## config.mk

```make
export PLATFORM = sky130hd
export DESIGN_NAME = pitch_classifier
export DESIGN_NICKNAME = d
export VERILOG_FILES = /design/src/rtl/pitch_classifier.sv
export SDC_FILE = /design/constraint.sdc
export NUM_CORES = 1
export LEC_CHECK = 0
export ABC_CLOCK_PERIOD_IN_PS = 4700
export BUFFER_PORTS_ARGS = -buffer_cell sky130_fd_sc_hd__buf_2
export CAP_MARGIN = 20
export CORE_MARGIN = 2
export CORE_UTILIZATION = 25
export DETAILED_ROUTE_END_ITERATION = 16
export GPL_TIMING_DRIVEN = 0
export PLACE_DENSITY = 0.47
export RECOVER_POWER = 100
export SYNTH_ARGS = -nofsm -noshare
export SYNTH_HDL_FRONTEND = slang
export SYNTH_SLANG_ARGS = --single-unit
```

## constraint.sdc

```tcl
create_clock -name clk -period 4.7 [get_ports clk]
set_input_delay 0.94 -clock clk [delete_from_list [all_inputs] [get_ports clk]]
set_output_delay 0.94 -clock clk [all_outputs]
set_load 0.01 [all_outputs]
```

## src/rtl/pitch_classifier.sv

```systemverilog
// Pitch classifier: hysteresis zero-crossing period measurement, sequential
// semitone/octave scan against an elaboration-time bound table, debounced output.
module pitch_classifier #(
  parameter int clk_mhz   = 50,
  parameter int w_mic     = 24,
  parameter int w_period  = 20,
  parameter int n_octaves = 3,
  parameter int tol_pct   = 3,
  parameter int hyst      = 0,
  parameter int stable_n  = 4,
  localparam int w_oct    = (n_octaves > 1) ? $clog2(n_octaves) : 1
) (
  input  logic                    clk,
  input  logic                    rst,
  input  logic signed [w_mic-1:0] mic,
  output logic [3:0]              note,
  output logic [w_oct-1:0]        octave,
  output logic                    note_valid,
  output logic                    note_strobe,
  output logic [w_period-1:0]     period
);

  localparam int NC    = 12 * n_octaves;
  localparam int W_IDX = $clog2(NC);
  localparam logic [W_IDX-1:0]           IDX_LAST = W_IDX'(NC - 1);
  localparam logic [w_period-1:0]        PMAX     = '1;
  localparam logic signed [w_mic-1:0]    HYS_P    = w_mic'(hyst);
  localparam logic signed [w_mic-1:0]    HYS_N    = -HYS_P;
  localparam logic [7:0]                 RUN_N    = 8'(stable_n);

  typedef struct packed {
    logic [3:0]       note;
    logic [w_oct-1:0] oct;
  } res_t;

  localparam res_t NONE = '{note: 4'hF, oct: '0};

  typedef logic [NC-1:0][w_period-1:0] tbl_t;

  function automatic logic [63:0] freq100(input int n);
    case (n)
      0:       return 64'd26163;
      1:       return 64'd27718;
      2:       return 64'd29366;
      3:       return 64'd31113;
      4:       return 64'd32963;
      5:       return 64'd34923;
      6:       return 64'd36999;
      7:       return 64'd39200;
      8:       return 64'd41530;
      9:       return 64'd44000;
      10:      return 64'd46616;
      default: return 64'd49388;
    endcase
  endfunction

  // Entry 12*k+n is the nominal period of semitone n in octave k, scaled by pct/100.
  function automatic tbl_t mk_tbl(input int pct);
    tbl_t        t;
    logic [63:0] c;
    t = '0;
    for (int k = 0; k < n_octaves; k++) begin
      for (int n = 0; n < 12; n++) begin
        c = (64'(clk_mhz) * 64'd100000000) / (freq100(n) << k);
        c = (c * 64'(pct)) / 64'd100;
        t[12*k+n] = c[w_period-1:0];
      end
    end
    return t;
  endfunction

  localparam tbl_t LO = mk_tbl(100 - tol_pct);
  localparam tbl_t HI = mk_tbl(100 + tol_pct);

  // ---------------- crossing detector ----------------
  logic signed [w_mic-1:0] prev;
  logic armed, armed_eff, crossing;

  // Arming looks at prev directly so a single-cycle sign flip still counts.
  assign armed_eff = armed | (prev < HYS_N);
  assign crossing  = armed_eff & (mic >= HYS_P);

  always_ff @(posedge clk or posedge rst) begin
    if (rst) begin
      prev  <= '0;
      armed <= 1'b0;
    end else begin
      prev  <= mic;
      armed <= armed_eff & ~crossing;
    end
  end

  // ---------------- period counter ----------------
  logic [w_period-1:0] cnt, meas_val;
  logic tmo, meas_vld;

  assign tmo      = ~crossing & (cnt == PMAX - w_period'(1));
  assign meas_vld = crossing | tmo;
  assign meas_val = crossing ? cnt : PMAX;

  always_ff @(posedge clk or posedge rst) begin
    if (rst) begin
      cnt    <= '0;
      period <= '0;
    end else begin
      if (crossing)          cnt <= w_period'(1);
      else if (cnt != PMAX)  cnt <= cnt + w_period'(1);
      if (meas_vld) period <= meas_val;
    end
  end

  // ---------------- scanner FSM ----------------
  typedef enum logic [1:0] {S_IDLE, S_SCAN, S_RES} state_t;

  state_t              state, state_n;
  logic [w_period-1:0] p, p_n, pend_p, pp_n, ev_p;
  logic [W_IDX-1:0]    idx, idx_n;
  logic [3:0]          n_idx, n_n;
  logic [w_oct-1:0]    k_idx, k_n;
  res_t                res, res_n;
  logic                pend_vld, pv_n, pend_tmo, pt_n;
  logic                ev_vld, ev_tmo, hit;

  always_ff @(posedge clk or posedge rst) begin
    if (rst) begin
      state    <= S_IDLE;
      p        <= '0;
      idx      <= '0;
      n_idx    <= '0;
      k_idx    <= '0;
      res      <= NONE;
      pend_vld <= 1'b0;
      pend_tmo <= 1'b0;
      pend_p   <= '0;
    end else begin
      state    <= state_n;
      p        <= p_n;
      idx      <= idx_n;
      n_idx    <= n_n;
      k_idx    <= k_n;
      res      <= res_n;
      pend_vld <= pv_n;
      pend_tmo <= pt_n;
      pend_p   <= pp_n;
    end
  end

  always_comb begin
    state_n = state;
    p_n     = p;
    idx_n   = idx;
    n_n     = n_idx;
    k_n     = k_idx;
    res_n   = res;
    pv_n    = pend_vld;
    pt_n    = pend_tmo;
    pp_n    = pend_p;
    ev_vld  = 1'b0;
    ev_tmo  = 1'b0;
    ev_p    = p;
    hit     = 1'b0;
    case (state)
      S_IDLE: begin
        pv_n = 1'b0;
        if (meas_vld) begin
          ev_vld = 1'b1;
          ev_tmo = tmo;
          ev_p   = meas_val;
        end else if (pend_vld) begin
          ev_vld = 1'b1;
          ev_tmo = pend_tmo;
          ev_p   = pend_p;
        end
      end
      S_SCAN: begin
        hit = (LO[idx] < p) && (p < HI[idx]);
        if (meas_vld) begin
          ev_vld = 1'b1;
          ev_tmo = tmo;
          ev_p   = meas_val;
        end else if (p == PMAX) begin
          state_n = S_RES;
          res_n   = NONE;
        end else if (hit) begin
          state_n = S_RES;
          res_n   = '{note: n_idx, oct: k_idx};
        end else if (idx == IDX_LAST) begin
          state_n = S_RES;
          res_n   = NONE;
        end else begin
          idx_n = idx + W_IDX'(1);
          if (n_idx == 4'd11) begin
            n_n = 4'd0;
            k_n = k_idx + w_oct'(1);
          end else begin
            n_n = n_idx + 4'd1;
          end
        end
      end
      S_RES: begin
        state_n = S_IDLE;
        // Held for exactly one cycle; IDLE picks it up next.
        if (meas_vld) begin
          pv_n = 1'b1;
          pt_n = tmo;
          pp_n = meas_val;
        end
      end
      default: state_n = S_IDLE;
    endcase
    if (ev_vld) begin
      if (ev_tmo) begin
        state_n = S_RES;
        res_n   = NONE;
      end else begin
        state_n = S_SCAN;
        p_n     = ev_p;
        idx_n   = '0;
        n_n     = '0;
        k_n     = '0;
      end
    end
  end

  // ---------------- debouncer ----------------
  res_t       r, r_n, out_q, out_n;
  logic [7:0] run, run_n;
  logic       strobe_n;

  always_comb begin
    r_n      = r;
    run_n    = run;
    out_n    = out_q;
    strobe_n = 1'b0;
    if (state == S_RES) begin
      if (res == r) begin
        run_n = (run == 8'hFF) ? run : run + 8'd1;
      end else begin
        r_n   = res;
        run_n = 8'd1;
      end
      if (run_n >= RUN_N) begin
        out_n    = r_n;
        strobe_n = (r_n != out_q);
      end
    end
  end

  always_ff @(posedge clk or posedge rst) begin
    if (rst) begin
      r           <= NONE;
      run         <= '0;
      out_q       <= NONE;
      note_valid  <= 1'b0;
      note_strobe <= 1'b0;
    end else begin
      r           <= r_n;
      run         <= run_n;
      out_q       <= out_n;
      note_valid  <= (out_n.note != 4'hF);
      note_strobe <= strobe_n;
    end
  end

  assign note   = out_q.note;
  assign octave = out_q.oct;

endmodule

```

* Word level (Yosys, flattened, before mapping)
Memories as Yosys holds them, arrays and structs flattened.
Cells that the tools add are included.
** Word-level totals
- Register bits after elaboration :: 149
- Bits in read-only memories :: 2560
- Word-level logic and storage cells :: 133
- Memories :: 2
** Cells by class
- Add/sub/neg operators :: 5
- Order comparisons :: 6
- Eq/ne operators :: 17
- Multiplexer cells :: 65
- Bitwise operators :: 7
- Reductions and logical operators :: 10
** Memories
- (no name shown) :: depth 64, bits a word 20, read ports 1, clocked after Yosys merged registers in 0, wr ports 0, line 176 : hit = (LO[idx] < p) && (p < HI[idx]);
- (no name shown) :: depth 64, bits a word 20, read ports 1, clocked after Yosys merged registers in 0, wr ports 0, line 176
** Operators with widths (number)
- 2-to-1 mux 20 bit :: 8
- 2-to-1 mux 6 bit :: 18
- == test 20 bit, second input constant :: 2
- < comparator 20 bit :: 2
- one-hot mux 20 bit (2 select lines) :: 1
- 2-to-1 mux 4 bit :: 8
- 2-to-1 mux 2 bit :: 14
- >= comparator 24 x 1 -> 1 bit, second input constant :: 1
- < comparator 24 x 1 -> 1 bit, second input constant :: 1
- 2-to-1 mux 8 bit :: 3
- adder 20 x 1 -> 20 bit, second input constant :: 1
- inequality test 20 bit, second input constant :: 1
- 2-to-1 mux 1 bit :: 9
- adder 8 x 1 -> 8 bit, second input constant :: 1
- == test 8 bit, second input constant :: 1
- >= comparator 8 x 3 -> 1 bit, second input constant :: 1
- < comparator 6 x 7 -> 1 bit, second input constant :: 1
- adder 6 x 1 -> 6 bit, second input constant :: 1
- == test 6 bit :: 1
- == test 6 bit, second input constant :: 1
- inequality test 2 bit, second input constant :: 3
- inequality test 3 bit, second input constant :: 2
- inequality test 6 bit :: 1
- one-hot mux 1 bit (2 select lines) :: 3
- other kinds (17) :: 25

* Logic depth before layout (Yosys ltp)
Gate-level depths: netlist (run 1).
- Depth after elaboration :: 10
- Mapped depth :: 19

* Worst setup path after synthesis (run 1)
OpenSTA, ideal clock, no wires.
- Kind :: register to register
- Start :: register idx[1]
- End :: register res[2] (netlist name)
- Data arrival time :: 4.072 ns
- Setup slack :: 0.548 ns
- Cell stages (with the launch flop) :: 17
- Cells stage by stage :: dfrtp_1 > clkbuf_1 > inv_1 > ha_1 > clkbuf_1 > nand2_1 > o221a_2 > a211oi_1 > a21oi_1 > ha_1 > nand2_1 > nand4_1 > or4_1 > a32o_2 > or3_1 > buf_2 > o22a_1
** RTL lines
- start, declared :: line 117 : logic [W_IDX-1:0] idx, idx_n;
- start signal, assigned :: line 138 : idx <= idx_n;
- end signal, assigned :: line 141 : res <= res_n;
- end, declared :: line 120 : res_t res, res_n;

==> summary by stage, run 1 <==
Finish
The finished cells cover 0.009741 mm^2. The share of the core filled with cells is 0.2986. From synthesis to final layout, the design area changed by 17.58%. The total inserted antenna cells is 0. In the final layout, the share of cells above drive strength 1 is 0.09787. The filler-free cell count of the finished design is 1474.

The net total in the final layout is 1096.

Placed design
The quantity of I/O buffers inserted on ports is 30. The cell area after placement is 0.009020 mm^2. Once placement completed, the tool counted placed cells totaling 1441. The congestion estimate from routability-driven global placement came to 0.9373. The post-placement setup slack is -1.155 ns. Once detailed placement completed, the half-perimeter wirelength came to 20480 um.

Floorplanning
After floorplanning, the core was divided into 66 placement rows. During I/O placement, the number of pins put on the boundary was 54. The horizontal extent of the die is 186.0 um. The total core area is 0.03262 mm^2. The initial core utilization is 0.2540. The die extent in y is 186.0 um. The die covers 0.03461 mm^2.

Synth
The share of the synthesized area in the top cell type is 0.3444. In the synthesized netlist the dominant register cell turns out to be sky130_fd_sc_hd__dfrtp_1. Each instance of the synthesized netlist takes up on average 8.558 um^2. The multiplexer share of the synthesized area is 0.02175.

After synthesis, the largest family of logic cells by area is compound AO/OA/AOI/OAI gates. After synthesis, the cell types taking the most area are sky130_fd_sc_hd__dfrtp_1 (34%), sky130_fd_sc_hd__ha_1 (7.7%), sky130_fd_sc_hd__nand2_1 (5.6%), sky130_fd_sc_hd__o22a_1 (4.2%), sky130_fd_sc_hd__dfstp_2 (3.8%). The post-synthesis compound-gate area fraction came to 0.2497.

Counting instances in the post-synthesis netlist gives the leading cell types as sky130_fd_sc_hd__nand2_1 (124), sky130_fd_sc_hd__dfrtp_1 (114), sky130_fd_sc_hd__nor2_1 (81). The cell taking the most area after synthesis is sky130_fd_sc_hd__dfrtp_1. Synthesis instantiated 71 different standard cells from the library.

The number of nets handed over by synthesis was 1045. For this run, asynchronously set or reset flops after synthesis account for 1.000. The synthesized netlist occupies a cell area of 0.008284 mm^2. The post-synthesis adder-cell area fraction is 0.07703. Synthesis produced 968 cells. By instance count, the leading cell after synthesis is sky130_fd_sc_hd__nand2_1. The area share of and/or/nand/nor cells after synthesis is 0.1817.

The fraction of synthesized cell area in xor and xnor cells is 0.03277. Yosys printed 0 warnings. The flip-flop and latch count after synthesis is 126. For this run, the register share of the synthesized area comes to 0.3824. The count of flip-flops with a built-in enable after synthesis is 0.

Clock tree
The cell sitting at the root of the clock tree is a sky130_fd_sc_hd__clkbuf_16. For the worst-skew pair, the clock arrives at the later sink with an insertion delay of 0.42 ns. The number of buffers on the longest clock path is 2.

In this run, CTS created clock tree buffers numbering 17. The clock tree from TritonCTS is yes. CTS built an H-tree with a depth of 4. The hold-fix buffer count after cts is 0.

The clock net in this run drives a total of 126 sinks. The CTS clock-pin slew for the worst setup and hold paths is 0.06 ns.

Run
The count of maximum capacitance violations is 2.

Pwr
The power density over the cells is 604.5 mW/mm^2. The worst-case vdd ir drop is 0.2435 mV. The design draws 5.888 mW. The static leakage power is 4.021 nW.

Critical path
The worst endpoint data arrival time is 4.84 ns. Counting cells, the worst reg-to-reg path comes to 17. The critical path required time is 5.04 ns. STA classifies the critical path endpoint as a register. Along the worst path, the maximum fanout reaches 12.

The critical path is of the register to register type. The category of the worst setup path launch point is a register.

STA
The setup TNS is 0 ns. Of the available clock period, the critical path in the final layout requires 0.9579. The number of hold violations in the final report is 0.

Static timing analysis puts the maximum clock frequency at 222.1 MHz. The worst path needs 4.502 ns of the cycle, external delays included. The worst pin sits at a relative slew slack of -0.4778. At the pin with the least slew margin, the transition time is 2.217 ns.

The final clock skew is 0.01033 ns. The final number of max-transition violations was 129. The final setup slack of the worst path is 0.1977 ns.

Setup repair after global routing left no endpoint under its margin. The number of failing setup endpoints in the final timing report is 0. The worst hold slack across all endpoints is 0.4620 ns.

Routing
After the first detailed-routing iteration, the DRC count stood at 695. The number of vias after detailed routing is 7811. Wires add up to 28180 um. The number of vias per cell after detailed routing is 5.299. The number of nets still failing antenna checks after routing is 0. Before antenna repair, the detailed router went through 5 iterations.

In the routed design, unresolved DRC markers number 0. The routed length per placed instance is 19.12 um.

Global route
The first global-routing pass estimated 44990 um of wire. The number of antenna violations at the first check in global routing was 0. The total routing resource utilization after global routing is 0.1682. The number of global-route vias before repair is 7754. Summed over all layers, the global routing overflow is 0. Entering global routing, the biggest net connects 90 pins.

Outcome
The checks that failed: max-capacitance violations, max-slew violations. The run finished, with violations left.

Worst hold path
The tightest min-delay check is of the register to register type. The worst hold path was traced through 2 stages.
layout make-up:
class,instances,area (um^2)
plain buffers,80,366.6
clock inverters,14,239.0
clock buffers,18,439.2
repair buffers,33,137.6
multi-input cells,726,4698
fillers,3492,22880
inverters,35,136.4
flip-flops and latches,126,3171
well taps,442,553.0
cells in the final DEF, fill, tap and decap left out, types with 7 or more instances in the layout:
cell type	synthesis	routed
sky130_fd_sc_hd__nand2_1	124	123
sky130_fd_sc_hd__dfrtp_1	114	112
sky130_fd_sc_hd__nor2_1	81	80
sky130_fd_sc_hd__clkbuf_1	66	76
sky130_fd_sc_hd__o21ai_0	63	63
sky130_fd_sc_hd__a21oi_1	60	60
sky130_fd_sc_hd__ha_1	51	49
sky130_fd_sc_hd__o22a_1	40	40
sky130_fd_sc_hd__nand3_1	33	33
sky130_fd_sc_hd__inv_1	33	31
sky130_fd_sc_hd__o22ai_1	24	24
sky130_fd_sc_hd__xor2_1	24	24
sky130_fd_sc_hd__nand4_1	17	17
sky130_fd_sc_hd__clkbuf_16	0	17
sky130_fd_sc_hd__nor3_1	14	14
sky130_fd_sc_hd__clkbuf_2	0	14
sky130_fd_sc_hd__a31oi_1	12	12
sky130_fd_sc_hd__buf_2	8	12
sky130_fd_sc_hd__a211oi_1	13	12
sky130_fd_sc_hd__o211ai_1	11	11
sky130_fd_sc_hd__nand2b_1	9	9
sky130_fd_sc_hd__mux2i_1	9	9
sky130_fd_sc_hd__nor2b_1	8	8
sky130_fd_sc_hd__mux2_2	8	8
sky130_fd_sc_hd__and4_1	7	7
sky130_fd_sc_hd__xnor2_1	7	7
sky130_fd_sc_hd__and3_1	7	7
sky130_fd_sc_hd__dfstp_2	12	7
registers in the layout, summed over array words and instances, names as in the netlist, 2 cells and up:
signal  cells
idx         6
n_idx       4
cnt        20
period     20
r           6
octave      2
pend_p     20
state       2
run         8
note        4
p          20
k_idx       2
res         6
power breakdown:
part	leakage, nW	internal, mW	switching (mW)
sequential	1.56	1.41	0.270
combinational	2.13	1.04	1.67
clock	0.323	1.01	0.494
total	4.02	3.46	2.43
routing by layer:
metal | share of wire | vias up | global-route usage
met5 | 0 | - | 0
met4 | 0.042 | 0 | 0.07685
met3 | 0.055 | 94 | 0.02994
met2 | 0.44 | 330 | 0.2584
met1 | 0.46 | 3725 | 0.2293
li1 | - | 3662 | -
path summary, 6_finish.rpt:
check                        from     end  slack, ns
min in group asynchronous     rst  run[6]       0.91
max in group asynchronous     rst  idx[0]       0.87
setup reg to reg           idx[2]  res[2]       0.20
setup / recovery           idx[2]  res[2]       0.20
hold / removal               r[2]    r[2]       0.46
hold reg to reg              r[2]    r[2]       0.46
worst max-delay path, cell delays in order (launching register included):
cell	delay [ns]
sky130_fd_sc_hd__dfrtp_1	0.44
sky130_fd_sc_hd__buf_6	0.17
sky130_fd_sc_hd__inv_1	0.20
sky130_fd_sc_hd__buf_4	0.26
sky130_fd_sc_hd__buf_6	0.21
sky130_fd_sc_hd__ha_1	0.32
sky130_fd_sc_hd__nand2_1	0.09
sky130_fd_sc_hd__o21ai_0	0.09
sky130_fd_sc_hd__a211oi_2	0.31
sky130_fd_sc_hd__a21oi_1	0.10
sky130_fd_sc_hd__ha_1	0.31
sky130_fd_sc_hd__nand2_1	0.07
sky130_fd_sc_hd__nand4_1	0.24
sky130_fd_sc_hd__or4_4	0.57
sky130_fd_sc_hd__a32o_2	0.33
sky130_fd_sc_hd__or3_1	0.36
sky130_fd_sc_hd__buf_2	0.17
sky130_fd_sc_hd__o22a_1	0.18
cells by family after synthesis:
family / after synthesis
XOR/XNOR: 31
adder cells (fa/ha/maj): 51
multiplexers: 17
AND/OR/NAND/NOR: 326
AO/OA/AOI/OAI: 301
buffers and inverters: 116
flip-flops: 126
repair_timing:
item,CTS,global route
hold endpoints to repair,0,0
setup buffers,2,0
endpoints found under the setup margin,20,20
pin swaps,0,1
gates resized for setup,19,30
(Power assumes the default switching activity.)
==> run 2, diff against run 1 <==
--- a/config.mk
+++ b/config.mk
@@ -7,9 +7,9 @@
 export LEC_CHECK = 0
 export ABC_CLOCK_PERIOD_IN_PS = 4700
 export BUFFER_PORTS_ARGS = -buffer_cell sky130_fd_sc_hd__buf_2
-export CAP_MARGIN = 20
 export CORE_MARGIN = 2
 export CORE_UTILIZATION = 25
+export CTS_BUF_LIST = sky130_fd_sc_hd__clkbuf_4 sky130_fd_sc_hd__clkbuf_8 sky130_fd_sc_hd__clkbuf_16
 export DETAILED_ROUTE_END_ITERATION = 16
 export GPL_TIMING_DRIVEN = 0
 export PLACE_DENSITY = 0.47
==> summary by stage, run 2 (synthesized netlist as in run 1, its figures left out) <==
Outcome
Run status: complete, but fails checks (unchanged). Violated checks: max-capacitance violations, max-slew violations (unchanged).

Critical path
The maximum cell stage delay along the critical path is 0.57 ns (about the same). The last element of the critical path is res[2] (unchanged). The worst endpoint data arrival time is 4.84 ns (about the same). The buffering stage count on the worst path with inverters included is 5 (unchanged). The register-to-register path setup slack is 0.20 ns (about the same). The endpoint of the worst register-to-register path is res[2] (unchanged). The classification of the worst setup path is register to register (unchanged). The critical path startpoint is idx[2] (unchanged). The category of the worst setup path launch point is a register (unchanged). The critical path required time is 5.04 ns (about the same). The launching point of the worst reg2reg path is idx[2] (unchanged). The kind of cell adding the most delay to the critical path is simple AND/OR/NAND/NOR gates (unchanged). The endpoint class of the critical path is a register (unchanged). Crit path cell chain: buf_6 > inv_1 > buf_4 > buf_6 > ha_1 > nand2_1 > o21ai_0 > a211oi_2 > a21oi_1 > ha_1 > nand2_1 > nand4_1 > or4_4 > a32o_2 > or3_1 > buf_2 > o22a_1 (unchanged).

The number of cells on the critical path was 17 (unchanged). The number of cell instances on the worst register-to-register path is 17 (unchanged). The maximum fanout along the worst path is 12 (unchanged).

The highest-delay cell along the critical path was sky130_fd_sc_hd__or4_4 (unchanged).

Run
The count of maximum capacitance violations is 2 (unchanged).

Pwr
The static leakage power is 4.021 nW (unchanged). The worst-case vdd ir drop is 0.2435 mV (unchanged). The power density over the cells was 604.5 mW/mm^2 (unchanged).

Placed design
The HPWL after detailed placement came to 20480 um (unchanged). The final estimated routing congestion in global placement is 0.9373 (unchanged). The cell area after placement is 0.009020 mm^2 (unchanged). The placed instance count is 1441 (unchanged). The quantity of I/O buffers inserted on ports is 30 (unchanged).

Finish
The fraction of final layout cells with drive strength greater than 1 is 0.09787 (unchanged). The filler-free cell count of the finished design is 1474 (unchanged). The net total in the final layout came to 1096 (unchanged). The total of fill cells in the finished design came to 3492 (unchanged).

The total inserted antenna cells came to 0 (unchanged). The area growth from synthesis to final layout is 17.58% (unchanged). The design area is 0.009741 mm^2 (unchanged). Commonest cells after routing, fill and taps aside: sky130_fd_sc_hd__nand2_1 (123), sky130_fd_sc_hd__dfrtp_1 (112), sky130_fd_sc_hd__nor2_1 (80) (unchanged). The most common cell after layout, fill and taps aside is sky130_fd_sc_hd__nand2_1 (unchanged).

Clock tree
The number of buffers on the longest clock path was 2 (unchanged). The clock root buffer is sky130_fd_sc_hd__clkbuf_16 (unchanged). The total CTS buffers was 17 (unchanged). The number of levels in the clock H-tree is 4 (unchanged).

The hold-fix buffer count after cts is 0 (unchanged). The clock tree from TritonCTS is yes (unchanged). The CTS clock-pin slew for the worst setup and hold paths is 0.06 ns (about the same). The number of clock sinks seen by CTS is 126 (unchanged). The clock network latency to the later pin of the worst-skew pair was 0.42 ns (about the same).

STA
Setup repair after global routing missed its margin: false (unchanged). The number of failing setup endpoints in the final timing report was 0 (unchanged). The tightest slew margin relative to the limit came to -0.4778 (unchanged).

The final clock skew is 0.01033 ns (unchanged). The worst-margin pin slew is 2.217 ns (unchanged). The number of hold violations in the final report is 0 (unchanged). The final number of max-transition violations is 129 (unchanged). The highest attainable clock frequency is 222.1 MHz (unchanged). The final period utilization was 0.9579 (unchanged). The post-layout minimum cycle time is 4.502 ns (unchanged).

Global route
The largest net degree at the start of global routing came to 90 (unchanged). The number of antenna violations at the first check in global routing is 0 (unchanged). The number of global-route vias before repair came to 7754 (unchanged). The first-pass GRT wire length is 44990 um (unchanged). The total congestion overflow is 0 (unchanged). The total routing resource utilization after global routing is 0.1682 (unchanged).

Routing
The number of nets still failing antenna checks after routing is 0 (unchanged). The count of routing violations after the opening detailed-route iteration is 695 (unchanged). The number of design rule violations left after detail routing is 0 (unchanged). The total wire length after detailed routing is 28180 um (unchanged).

The first-pass iteration count of the detailed router was 5 (unchanged). The number of vias per cell after detailed routing is 5.299 (unchanged). The number of vias after detailed routing came to 7811 (unchanged). The routed length per placed instance is 19.12 um (unchanged).

Floorplanning
The total core area is 0.03262 mm^2 (unchanged). The horizontal extent of the die was 186.0 um (unchanged). The total die area was 0.03461 mm^2 (unchanged).

The cell row count came to 66 (unchanged). The initial core utilization came to 0.2540 (unchanged). The number of top-level pins came to 54 (unchanged).

The die extent in y is 186.0 um (unchanged).

Worst hold path
The type of the worst min-delay path is register to register (unchanged).
[run 2: cell counts in the layout (fill, tap and decap cells not counted)]
Identical to the previous run, type by type.
[run 2: layout make-up]
cell class	instances	area [um^2]	area share
buffer	80	366.6	0.03764
clock inverter	14	239.0	0.02453
multi-input combinational	726	4698	0.4823
timing repair buffer	33	137.6	0.01413
sequential	126	3171	0.3255
tap	442	553.0	0.05678
clock buffer	18	439.2	0.04509
inverter	35	136.4	0.01400
[run 2: how the worst min path moves through the flow]
| stage | to | startpoint | cells past startpoint |
|---|---|---|---|
| after global placement | r[3] | r[3] | 2 |
| after detailed placement | r[2] | r[2] | 2 |
| after floorplan | r[2] | r[2] | 2 |
| after global routing | r[5] | r[5] | 2 |
| final | r[2] | r[2] | 2 |
| after CTS | r[2] | r[2] | 2 |
[run 2: worst register-to-register path: cells and delay by family (launching register included)]
family                   cells  cell delay [ns]
AND/OR/NAND/NOR              5             1.33
buffers and inverters        5             1.01
AO/OA/AOI/OAI                5             1.01
adder cells (fa/ha/maj)      2             0.63
flip-flops                   1             0.44
[run 2: what timing repair did]
| action | CTS | global route |
|---|---|---|
| endpoints found under the setup margin | 20 | 20 |
| buffers inserted | 2 | 0 |
| pin swaps | 0 | 1 |
| resized for setup | 19 | 30 |
[run 2: per-stage QoR]
stage	total power [mW]	worst slack (ns)	hold WS (ns)	setup TNS, ns	util
2_1_floorplan	3.443	0.4239	0.4456	0	-
3_3_place_gp	4.285	-1.386	0.4542	-180.05	0.2755
4_1_cts	5.850	0.01749	0.4660	0	0.2990
5_1_grt	6.311	0.01194	0.4878	0	0.2986
3_5_place_dp	4.286	-1.155	0.4560	-21.64	0.2765
6_report	5.888	0.1977	0.4620	0	0.2986
[run 2: metal layers]
| metal | GRT usage | vias to the layer above | routed length (um) |
|---|---|---|---|
| met4 | 0.07685 | 0 | 1175 |
| met2 | 0.2584 | 330 | 12440 |
| met1 | 0.2293 | 3725 | 13020 |
| met5 | 0 | - | 0 |
| li1 | - | 3662 | - |
| met3 | 0.02994 | 94 | 1542 |
[run 2: where the power goes]
group	switching (mW)	leakage, nW	internal [mW]	total, mW
Combinational	1.67	2.13	1.04	2.71
Sequential	0.270	1.56	1.41	1.68
Clock	0.494	0.323	1.01	1.50
==> run 3, diff against run 2 <==
--- a/config.mk
+++ b/config.mk
@@ -9,11 +9,12 @@
 export BUFFER_PORTS_ARGS = -buffer_cell sky130_fd_sc_hd__buf_2
 export CORE_MARGIN = 2
 export CORE_UTILIZATION = 25
-export CTS_BUF_LIST = sky130_fd_sc_hd__clkbuf_4 sky130_fd_sc_hd__clkbuf_8 sky130_fd_sc_hd__clkbuf_16
+export CTS_BUF_LIST = sky130_fd_sc_hd__clkbuf_2 sky130_fd_sc_hd__clkbuf_4 sky130_fd_sc_hd__clkbuf_8
 export DETAILED_ROUTE_END_ITERATION = 16
 export GPL_TIMING_DRIVEN = 0
 export PLACE_DENSITY = 0.47
 export RECOVER_POWER = 100
+export SETUP_SLACK_MARGIN = 0.15
 export SYNTH_ARGS = -nofsm -noshare
 export SYNTH_HDL_FRONTEND = slang
 export SYNTH_SLANG_ARGS = --single-unit
==> constraint.sdc (replaced) <==
create_clock -name clk -period 4.7 [get_ports clk]
set_input_delay 0.94 -clock clk [delete_from_list [all_inputs] [get_ports clk]]
set_output_delay 0.94 -clock clk [all_outputs]
set_load 0.05 [all_outputs]
==> summary by stage, run 3 (synthesized netlist as in run 1, its figures left out) <==
Routing
The number of vias per cell after detailed routing is 5.348 (was 5.299). The number of vias after detailed routing is 7915 (was 7811). The met2 layer wire length in the routed design is 12350 um (was 12440 um). The routed length per placed instance is 19.07 um (was 19.12 um).

The met1 routed wirelength after detailed routing was 12840 um (was 13020 um). The number of nets still failing antenna checks after routing is 0 (unchanged). The sum of met3 wire segment lengths after detailed routing is 1899 um (was 1542 um). The number of design rule violations left after detail routing came to 0 (unchanged). The total wire length after detailed routing is 28230 um (was 28180 um). The count of routing violations after the opening detailed-route iteration came to 657 (was 695).

The first-pass iteration count of the detailed router is 8 (was 5). The topmost layer with routed signal wires is met4 (unchanged).

Global route
The largest net degree at the start of global routing came to 90 (unchanged). The number of antenna violations at the first check in global routing is 0 (unchanged). The total routing resource utilization after global routing came to 0.1685 (was 0.1682). The number of global-route vias before repair is 7741 (was 7754). The first-pass GRT wire length was 44990 um (unchanged).

The total congestion overflow was 0 (unchanged).

Clock tree
The number of buffers on the longest clock path was 2 (unchanged). The hold-fix buffer count after cts is 0 (unchanged). The number of clock sinks seen by CTS came to 126 (unchanged). The total CTS buffers is 17 (unchanged). The CTS clock-pin slew for the worst setup and hold paths was 0.08 ns (was 0.06 ns). The number of levels in the clock H-tree is 4 (unchanged). The clock root buffer is sky130_fd_sc_hd__clkbuf_8 (was sky130_fd_sc_hd__clkbuf_16). The clock network latency to the later pin of the worst-skew pair is 0.45 ns (was 0.42 ns). The clock tree from TritonCTS is yes (unchanged).

STA
The final number of max-transition violations came to 38 (was 129). The worst-margin pin slew is 1.803 ns (was 2.217 ns). The post-layout minimum cycle time is 4.415 ns (was 4.502 ns). Setup repair after global routing missed its margin: false (unchanged). The tightest slew margin relative to the limit came to -0.2088 (was -0.4778). The final clock skew is 0.01558 ns (was 0.01033 ns).

The final period utilization came to 0.9394 (was 0.9579). The highest attainable clock frequency was 226.5 MHz (was 222.1 MHz). The final setup slack of the worst path is 0.2847 ns (was 0.1977 ns). The number of failing setup endpoints in the final timing report is 0 (unchanged). The setup TNS is 0 ns (unchanged). The number of hold violations in the final report was 0 (unchanged).

Pwr
The static leakage power is 3.973 nW (was 4.021 nW). The total power is 5.704 mW (was 5.888 mW). The power density over the cells came to 590.3 mW/mm^2 (was 604.5 mW/mm^2). The worst-case vdd ir drop is 0.2336 mV (was 0.2435 mV).

Floorplanning
The die extent in y is 186.0 um (unchanged). The horizontal extent of the die came to 186.0 um (unchanged). The number of top-level pins is 54 (unchanged). The initial core utilization was 0.2540 (unchanged). The total core area is 0.03262 mm^2 (unchanged). The total die area is 0.03461 mm^2 (unchanged).

The cell row count was 66 (unchanged).

Placed design
The placed instance count was 1441 (unchanged). The HPWL after detailed placement is 20480 um (unchanged). The quantity of I/O buffers inserted on ports is 30 (unchanged).

The post-placement setup slack is -1.155 ns (unchanged). The final estimated routing congestion in global placement is 0.9373 (unchanged).

Worst hold path
The hold path depth is 2 (unchanged). The type of the worst min-delay path is register to register (unchanged). The origin of the worst min-delay path was r[2] (unchanged). The end of the worst hold path is r[2] (unchanged).

Critical path
The endpoint class of the critical path is a register (unchanged). The critical path required time came to 5.08 ns (was 5.04 ns). The endpoint of the worst register-to-register path is res[2] (unchanged). The buffering stage count on the worst path with inverters included is 4 (was 5). The category of the worst setup path launch point is a register (unchanged).

The classification of the worst setup path is register to register (unchanged). The register-to-register path setup slack came to 0.28 ns (was 0.20 ns). Crit path cell chain: buf_12 > clkinvlp_4 > ha_4 > buf_8 > nand2_2 > o221a_2 > a211oi_4 > a21oi_1 > ha_1 > nand2_1 > nand4_1 > or4_1 > a32o_2 > o21bai_4 > and3_1 > clkbuf_2 > o22a_1 (was buf_6 > inv_1 > buf_4 > buf_6 > ha_1 > nand2_1 > o21ai_0 > a211oi_2 > a21oi_1 > ha_1 > nand2_1 > nand4_1 > or4_4 > a32o_2 > or3_1 > buf_2 > o22a_1). The maximum fanout along the worst path is 10 (was 12). The highest-delay cell along the critical path is sky130_fd_sc_hd__or4_1 (was sky130_fd_sc_hd__or4_4). The kind of cell adding the most delay to the critical path is compound AO/OA/AOI/OAI gates (was simple AND/OR/NAND/NOR gates). The worst endpoint data arrival time is 4.80 ns (was 4.84 ns). The launching point of the worst reg2reg path is idx[0] (was idx[2]).

The number of cell instances on the worst register-to-register path is 17 (unchanged). The maximum cell stage delay along the critical path was 0.64 ns (was 0.57 ns).

Finish
The fraction of final layout cells with drive strength greater than 1 is 0.1108 (was 0.09787). The most common cell after layout, fill and taps aside is sky130_fd_sc_hd__nand2_1 (unchanged). The share of the core filled with cells came to 0.2962 (was 0.2986). The filler-free cell count of the finished design was 1480 (was 1474). The area growth from synthesis to final layout is 16.64% (was 17.58%).

The net total in the final layout is 1102 (was 1096). The total inserted antenna cells came to 0 (unchanged). Commonest cells after routing, fill and taps aside: sky130_fd_sc_hd__nand2_1 (123), sky130_fd_sc_hd__dfrtp_1 (111), sky130_fd_sc_hd__nor2_1 (80) (was sky130_fd_sc_hd__nand2_1 (123), sky130_fd_sc_hd__dfrtp_1 (112), sky130_fd_sc_hd__nor2_1 (80)).

Outcome
Violated checks: max-capacitance violations, max-slew violations (unchanged). Run status: complete, but fails checks (unchanged).

Run
The count of maximum capacitance violations is 1 (was 2).
## run 3: cell count changes in the layout (fill, tap and decap cells not counted), sizes merged
| cell | change |
|---|---|
| clkbuf | +3 |
| buf | +3 |
| clkinvlp | +2 |
| inv | -2 |
## run 3: layout make-up
| cell class | count | area [um^2] |
|---|---|---|
| buffer | 80 | 400.4 |
| inverter | 35 | 143.9 |
| multi-input combinational | 726 | 4707 |
| clock buffer | 18 | 247.7 |
| tap | 442 | 553.0 |
| sequential | 126 | 3172 |
| timing repair buffer | 39 | 200.2 |
| clock inverter | 14 | 239.0 |
| fill | 3505 | 22960 |
## run 3: worst max path at each step
stage / slack, ns / startpoint / depth (start not counted) / to
floorplan: 0.42 / rst / 1 / armed
global placement: -1.39 / idx[1] / 16 / res[3]
detailed placement: -1.16 / idx[1] / 16 / n_idx[0]
CTS: 0.14 / idx[0] / 16 / res[2]
global route: 0.08 / idx[0] / 16 / n_idx[0]
finish: 0.28 / idx[0] / 17 / res[2]
## run 3: metrics by stage
step / hold WS, ns / area, um^2
6_report: 0.4641 / 9663
3_5_place_dp: 0.4560 / 9020
3_3_place_gp: 0.4542 / 8987
4_1_cts: 0.4688 / 9587
2_1_floorplan: 0.4456 / 8284
5_1_grt: 0.4907 / 9663
## run 3: metal layers
metal	global-route usage	up-vias
met4	0.08063	0
met3	0.02974	96
li1	-	3677
met5	0	-
met2	0.2572	350
met1	0.2298	3792
## run 3: worst min-delay path: cells and delay by family, from the launching register on
| kind | cells | cell delay, ns |
|---|---|---|
| DFF | 1 | 0.37 |
| and+or+nand+nor | 2 | 0.10 |
## run 3: repair_timing
action,CTS,global route
pin swaps,0,5
resized for setup,28,39
endpoints found under the setup margin,20,20
buffers inserted,2,6
## run 3: where the power goes
group	total, mW	internal, mW	switching, mW	leakage [nW]
Sequential	1.67	1.41	0.265	1.56
Clock	1.15	0.700	0.449	0.235
Combinational	2.88	1.09	1.79	2.18
